===== config.mk =====
export PLATFORM = sky130hd
export DESIGN_NAME = popcount_pipe
export DESIGN_NICKNAME = d
export VERILOG_FILES = /design/src/rtl/popcount_pipe.sv
export SDC_FILE = /design/constraint.sdc
export NUM_CORES = 1
export LEC_CHECK = 0
export CORE_UTILIZATION = 55
export DETAILED_ROUTE_END_ITERATION = 10
export PLACE_DENSITY = 0.77
export SLEW_MARGIN = 20
export SYNTH_ARGS = -nofsm -noshare
export SYNTH_HDL_FRONTEND = slang
export SYNTH_SLANG_ARGS = --single-unit

===== constraint.sdc =====
create_clock -name clk -period 5.24 [get_ports clk]
set_input_delay 1.048 -clock clk [delete_from_list [all_inputs] [get_ports clk]]
set_output_delay 1.048 -clock clk [all_outputs]
set_load 0.01 [all_outputs]

===== src/rtl/popcount_pipe.sv =====
// popcount_pipe: pipelined popcount with one registered adder-tree level per stage,
// valid/ready streaming and an optional saturating per-packet accumulator.
module popcount_pipe #(
  parameter int WIDTH     = 16,
  parameter int ACC_WIDTH = 16
) (
  input  logic                 clk,
  input  logic                 rst,
  input  logic                 in_valid,
  output logic                 in_ready,
  input  logic [WIDTH-1:0]     in_data,
  input  logic                 in_accum,
  input  logic                 in_last,
  output logic                 out_valid,
  input  logic                 out_ready,
  output logic [ACC_WIDTH-1:0] out_count,
  output logic                 out_ovf
);
  localparam int L = $clog2(WIDTH);
  logic w_en;
  assign w_en     = !out_valid || out_ready;
  assign in_ready = w_en;
  // Level 0 is the raw word viewed as WIDTH one-bit sums; level k holds WIDTH>>k sums of k+1 bits.
  genvar k;
  for (k = 0; k <= L; k++) begin : g_st
    logic [(WIDTH>>k)*(k+1)-1:0] w_sum;
    logic                        w_v;
    logic                        w_acc;
    logic                        w_last;
    if (k == 0) begin : g_in
      assign w_sum  = in_data;
      assign w_v    = in_valid;
      assign w_acc  = in_accum;
      assign w_last = in_last;
    end else begin : g_reg
      logic [(WIDTH>>k)*(k+1)-1:0] r_sum;
      logic                        r_v;
      logic                        r_acc;
      logic                        r_last;
      always_ff @(posedge clk or posedge rst) begin
        if (rst) begin
          r_sum  <= '0;
          r_v    <= 1'b0;
          r_acc  <= 1'b0;
          r_last <= 1'b0;
        end else if (w_en) begin
          for (int j = 0; j < (WIDTH >> k); j++)
            r_sum[j*(k+1) +: k+1] <= {1'b0, g_st[k-1].w_sum[2*j*k +: k]}
                                   + {1'b0, g_st[k-1].w_sum[(2*j+1)*k +: k]};
          r_v    <= g_st[k-1].w_v;
          r_acc  <= g_st[k-1].w_acc;
          r_last <= g_st[k-1].w_last;
        end
      end
      assign w_sum  = r_sum;
      assign w_v    = r_v;
      assign w_acc  = r_acc;
      assign w_last = r_last;
    end
  end
  logic [L:0]           w_c;
  logic [ACC_WIDTH:0]   w_tot;
  logic [ACC_WIDTH-1:0] w_sat;
  logic                 w_sovf;
  logic [ACC_WIDTH-1:0] r_acc;
  logic                 r_acc_ovf;
  logic [ACC_WIDTH-1:0] r_out_count;
  logic                 r_out_ovf;
  logic                 r_out_valid;
  assign w_c    = g_st[L].w_sum;
  assign w_tot  = {1'b0, r_acc} + (ACC_WIDTH+1)'(w_c);
  assign w_sovf = w_tot[ACC_WIDTH];
  assign w_sat  = w_sovf ? '1 : w_tot[ACC_WIDTH-1:0];
  always_ff @(posedge clk or posedge rst) begin
    if (rst) begin
      r_acc       <= '0;
      r_acc_ovf   <= 1'b0;
      r_out_count <= '0;
      r_out_ovf   <= 1'b0;
      r_out_valid <= 1'b0;
    end else if (w_en) begin
      r_out_valid <= g_st[L].w_v && (!g_st[L].w_acc || g_st[L].w_last);
      if (g_st[L].w_v && !g_st[L].w_acc) begin
        r_out_count <= ACC_WIDTH'(w_c);
        r_out_ovf   <= 1'b0;
      end else if (g_st[L].w_v && g_st[L].w_last) begin
        r_out_count <= w_sat;
        r_out_ovf   <= r_acc_ovf || w_sovf;
        r_acc       <= '0;
        r_acc_ovf   <= 1'b0;
      end else if (g_st[L].w_v) begin
        r_acc       <= w_sat;
        r_acc_ovf   <= r_acc_ovf || w_sovf;
      end
    end
  end
  assign out_count = r_out_count;
  assign out_ovf   = r_out_ovf;
  assign out_valid = r_out_valid;
endmodule


==> impl_metrics.tcl <==
set metrics [dict create \
    outcome "complete, no violations" \
    crit_path_start_kind "primary input" \
    synth_warnings 0 \
    cp_common_cell "clkdlybuf4s50_1" \
    yosysSeqAreaShare 0.493 \
    drtPass1Iterations 4 \
    swShare 0.403 \
    grt_pass1_wl_mm 15.7 \
    cp_top_family "buffers and inverters" \
    cts_resized 0 \
    yosysTopAreaCell "dfrtp_1" \
    synth_flop_cell "dfrtp_1" \
    drt_iter0_markers 154 \
    cp_cell_sequence "clkdlybuf4s50_1 > nor2b_2 > buf_4 > inv_2 > clkdlybuf4s50_1" \
    worstPathRequired_ns 4.19 \
    hold_buffers 0 \
    synth.area.top_cells "dfrtp_1 (49%), nand2_1 (12%), ha_1 (7.6%), fa_1 (3.6%), o21ai_0 (3.5%)" \
    layout-drive-gt1-share 0.0557 \
    grt-ovfl-total 0 \
    utilization 0.656 \
    slew_violations 0 \
    tns_ns 0 \
    tightest_slew_ns 0.884 \
    die_w_um 92.2 \
    fillers 672 \
    gp_congestion 0.829 \
    via_per_inst 5.49 \
    final_antenna_net_count 0 \
    core_area_um2 7810 \
    worstSetupPathType "in2out" \
    totalWireLength_mm 8.71 \
    ys_ff_latch 88 \
    vias 3422 \
    cp-endpoint "in_ready" \
    port-buffer-count 40 \
    root_buffer "clkbuf_8" \
    clock_sinks 88 \
    worst-path-max-fanout 42 \
    cts_tree "yes" \
    finalClockSkew_ns 0.0124 \
    grt_use_total 0.233 \
    synthArstFlopShare 1.00 \
    antenna_cells 0 \
    min-delay-path-class "reg2reg" \
    num-nets-final 573 \
    p_int_mw 1.49 \
    peakVddDrop_mv 0.263 \
    rrSetupSlack_ns 2.48 \
    reg2regPathDepth 7 \
    post-route-period-util 0.733 \
    p_switching_mw 1.01 \
    synth_edf_count 0 \
    grt_max_degree 54 \
    hold_violations 0 \
    clkTransAtPathRegs_ns 0.09 \
    fin_crit_ns 3.84 \
    worstSetupEndpointType "output pin" \
    io_pins 41 \
    finalSetupViolations 0 \
    slowest_delay_ns 0.62 \
    syn2layout_area_growth_pct 14.6 \
    critPathBufInv 4 \
    fmax_mhz 260 \
    routedWlPerCell_um 14.0 \
    power_density_nw_per_um2 487 \
    antenna_found_initial 0 \
    maxCapViolations 0 \
    leakage_nw 2.51 \
    syn_avg_cell_area_um2 9.26 \
    cts_made_buffers 9 \
    startpoint "out_ready" \
    synth_top_area_share 0.493 \
    htreeDepth 3 \
    slew_headroom 0.410 \
    syn-instance-count 483 \
    r2r-start "out_valid" \
    hpwlAfterDp_mm 6.19 \
    path_depth 5 \
    cp_slowest_cell "clkdlybuf4s50_1" \
    synth_area_um2 4470 \
    post_cts_buffers 0 \
    cts_max_path_buffers 2 \
    clk_latency_ns 0.37 \
    multiInputGateArea_um2 2120 \
    worstPathArrival_ns 2.79 \
    layout.area.seq_um2 2200 \
    p_comb_frac 0.395 \
    r2r_end "out_count[14]" \
    yosysUniqueCellTypes 48 \
    rsz0062_at_grt "false" \
    initial_utilization 0.573 \
    rows 32 \
    die_area_um2 8490 \
    p_seq_frac 0.423 \
    syn_nets 540 \
    grt_pass1_vias 3463 \
    drc 0 \
    clkPwrFrac 0.182 \
    dieHeight_um 92.2 \
]
[flip-flops by register name (all words and copies together) (netlist names)]
register and cells:
r_acc_ovf 1, out_valid 1, g_st.g_reg.r_last 4, out_count 16, g_st.g_reg.r_acc 4, r_acc 16, out_ovf 1, g_st.g_reg.r_v 4
g_st.g_reg.r_sum 41
[area by class of cell]
type / instances / share of cell area
Multi-Input combinational cell: 357 / 0.414
Tap cell: 102 / 0.0249
Sequential cell: 88 / 0.430
Clock buffer: 9 / 0.0242
Clock inverter: 7 / 0.0120
Timing Repair Buffer: 43 / 0.0826
Inverter: 17 / 0.0127
[metrics by stage]
| stage | setup slack, ns | cell area, µm² | instances | power (mW) | hold WS [ns] |
|---|---|---|---|---|---|
| floorplan | 1.91 | 4470 | 483 | 1.76 | 0.439 |
| global placement | 1.39 | 4940 | 607 | 2.01 | 0.451 |
| detailed placement | 1.39 | 4940 | 607 | 2.06 | 0.457 |
| CTS | 1.38 | 5120 | 623 | 2.52 | 0.481 |
| global route | 1.26 | 5120 | 623 | 2.72 | 0.504 |
| finish | 1.40 | 5120 | 623 | 2.49 | 0.477 |
[how the worst min path moves through the flow]
stage,from,end,slack [ns],cells after the start
finish,g_st[2].g_reg.r_sum[3],g_st[2].g_reg.r_sum[3],0.48,2
global route,g_st[2].g_reg.r_sum[0],g_st[2].g_reg.r_sum[0],0.50,2
CTS,g_st[1].g_reg.r_last,g_st[1].g_reg.r_last,0.48,2
detailed placement,g_st[1].g_reg.r_last,g_st[1].g_reg.r_last,0.46,2
global placement,g_st[2].g_reg.r_acc,g_st[2].g_reg.r_acc,0.45,2
floorplan,g_st[1].g_reg.r_acc,g_st[1].g_reg.r_acc,0.44,2
[cell usage after synthesis, drive strengths merged, types with 2 or more instances]
library cell  instances
nand2               148
dfrtp                88
o21ai                34
a21oi                29
ha                   27
nor2                 22
inv                  17
clkbuf               16
nor3                 12
fa                    8
nand3                 8
and3                  7
xor2                  7
a31oi                 6
a21o                  5
buf                   5
nand4                 4
nor2b                 4
a311oi                3
or3                   3
xnor2                 3
a211oi                2
a22oi                 2
and2                  2
mux2i                 2
o2111ai               2
o211ai                2
o22a                  2
o311ai                2
o31ai                 2
[tightest hold or removal path, delay by kind of cell, from the launching register on]
family           cells  cell delay, ns
flip-flops           1            0.35
AND/OR/NAND/NOR      2            0.10
[per-layer routing]
layer / vias to the layer above / wire length, µm / global-route usage
met4: 0 / 191 / 0.108
met2: 82 / 4210 / 0.386
met5: - / 0 / 0
met1: 1631 / 4000 / 0.298
met3: 18 / 317 / 0.0431
li1: 1691 / - / -
[cells in the final DEF (no fill, tap or decap), types with 8 or more instances in the layout]
cell type and count:
a21oi_1 29, nor3_1 10, clkbuf_8 9, fa_1 8
dfrtp_1 88, inv_1 15, nand2_1 148, clkdlybuf4s50_1 40
nor2_1 22, ha_1 27, o21ai_0 31
[power by group through the flow]
stage | Sequential [mW] | Clock (mW) | Combinational [mW]
2_1_floorplan | 1.03 | 0 | 0.732
3_3_place_gp | 1.06 | 0 | 0.948
3_5_place_dp | 1.07 | 0 | 0.994
4_1_cts | 1.06 | 0.460 | 0.999
5_1_grt | 1.08 | 0.487 | 1.15
6_report | 1.06 | 0.454 | 0.985
[cells by family (layout without fill, tap and decap cells)]
logic type | count (synthesis) | after routing | synth area share
adders and majority gates | 35 | 35 | 0.111
buffers and inverters | 38 | 76 | 0.0341
DFF | 88 | 88 | 0.493
xor gates and xnor gates | 10 | 10 | 0.0196
AOI/OAI and AO/OA | 95 | 95 | 0.128
and+or+nand+nor | 214 | 214 | 0.207
muxes | 3 | 3 | 0.00700
Note: power is estimated with default switching activity, not from simulation.
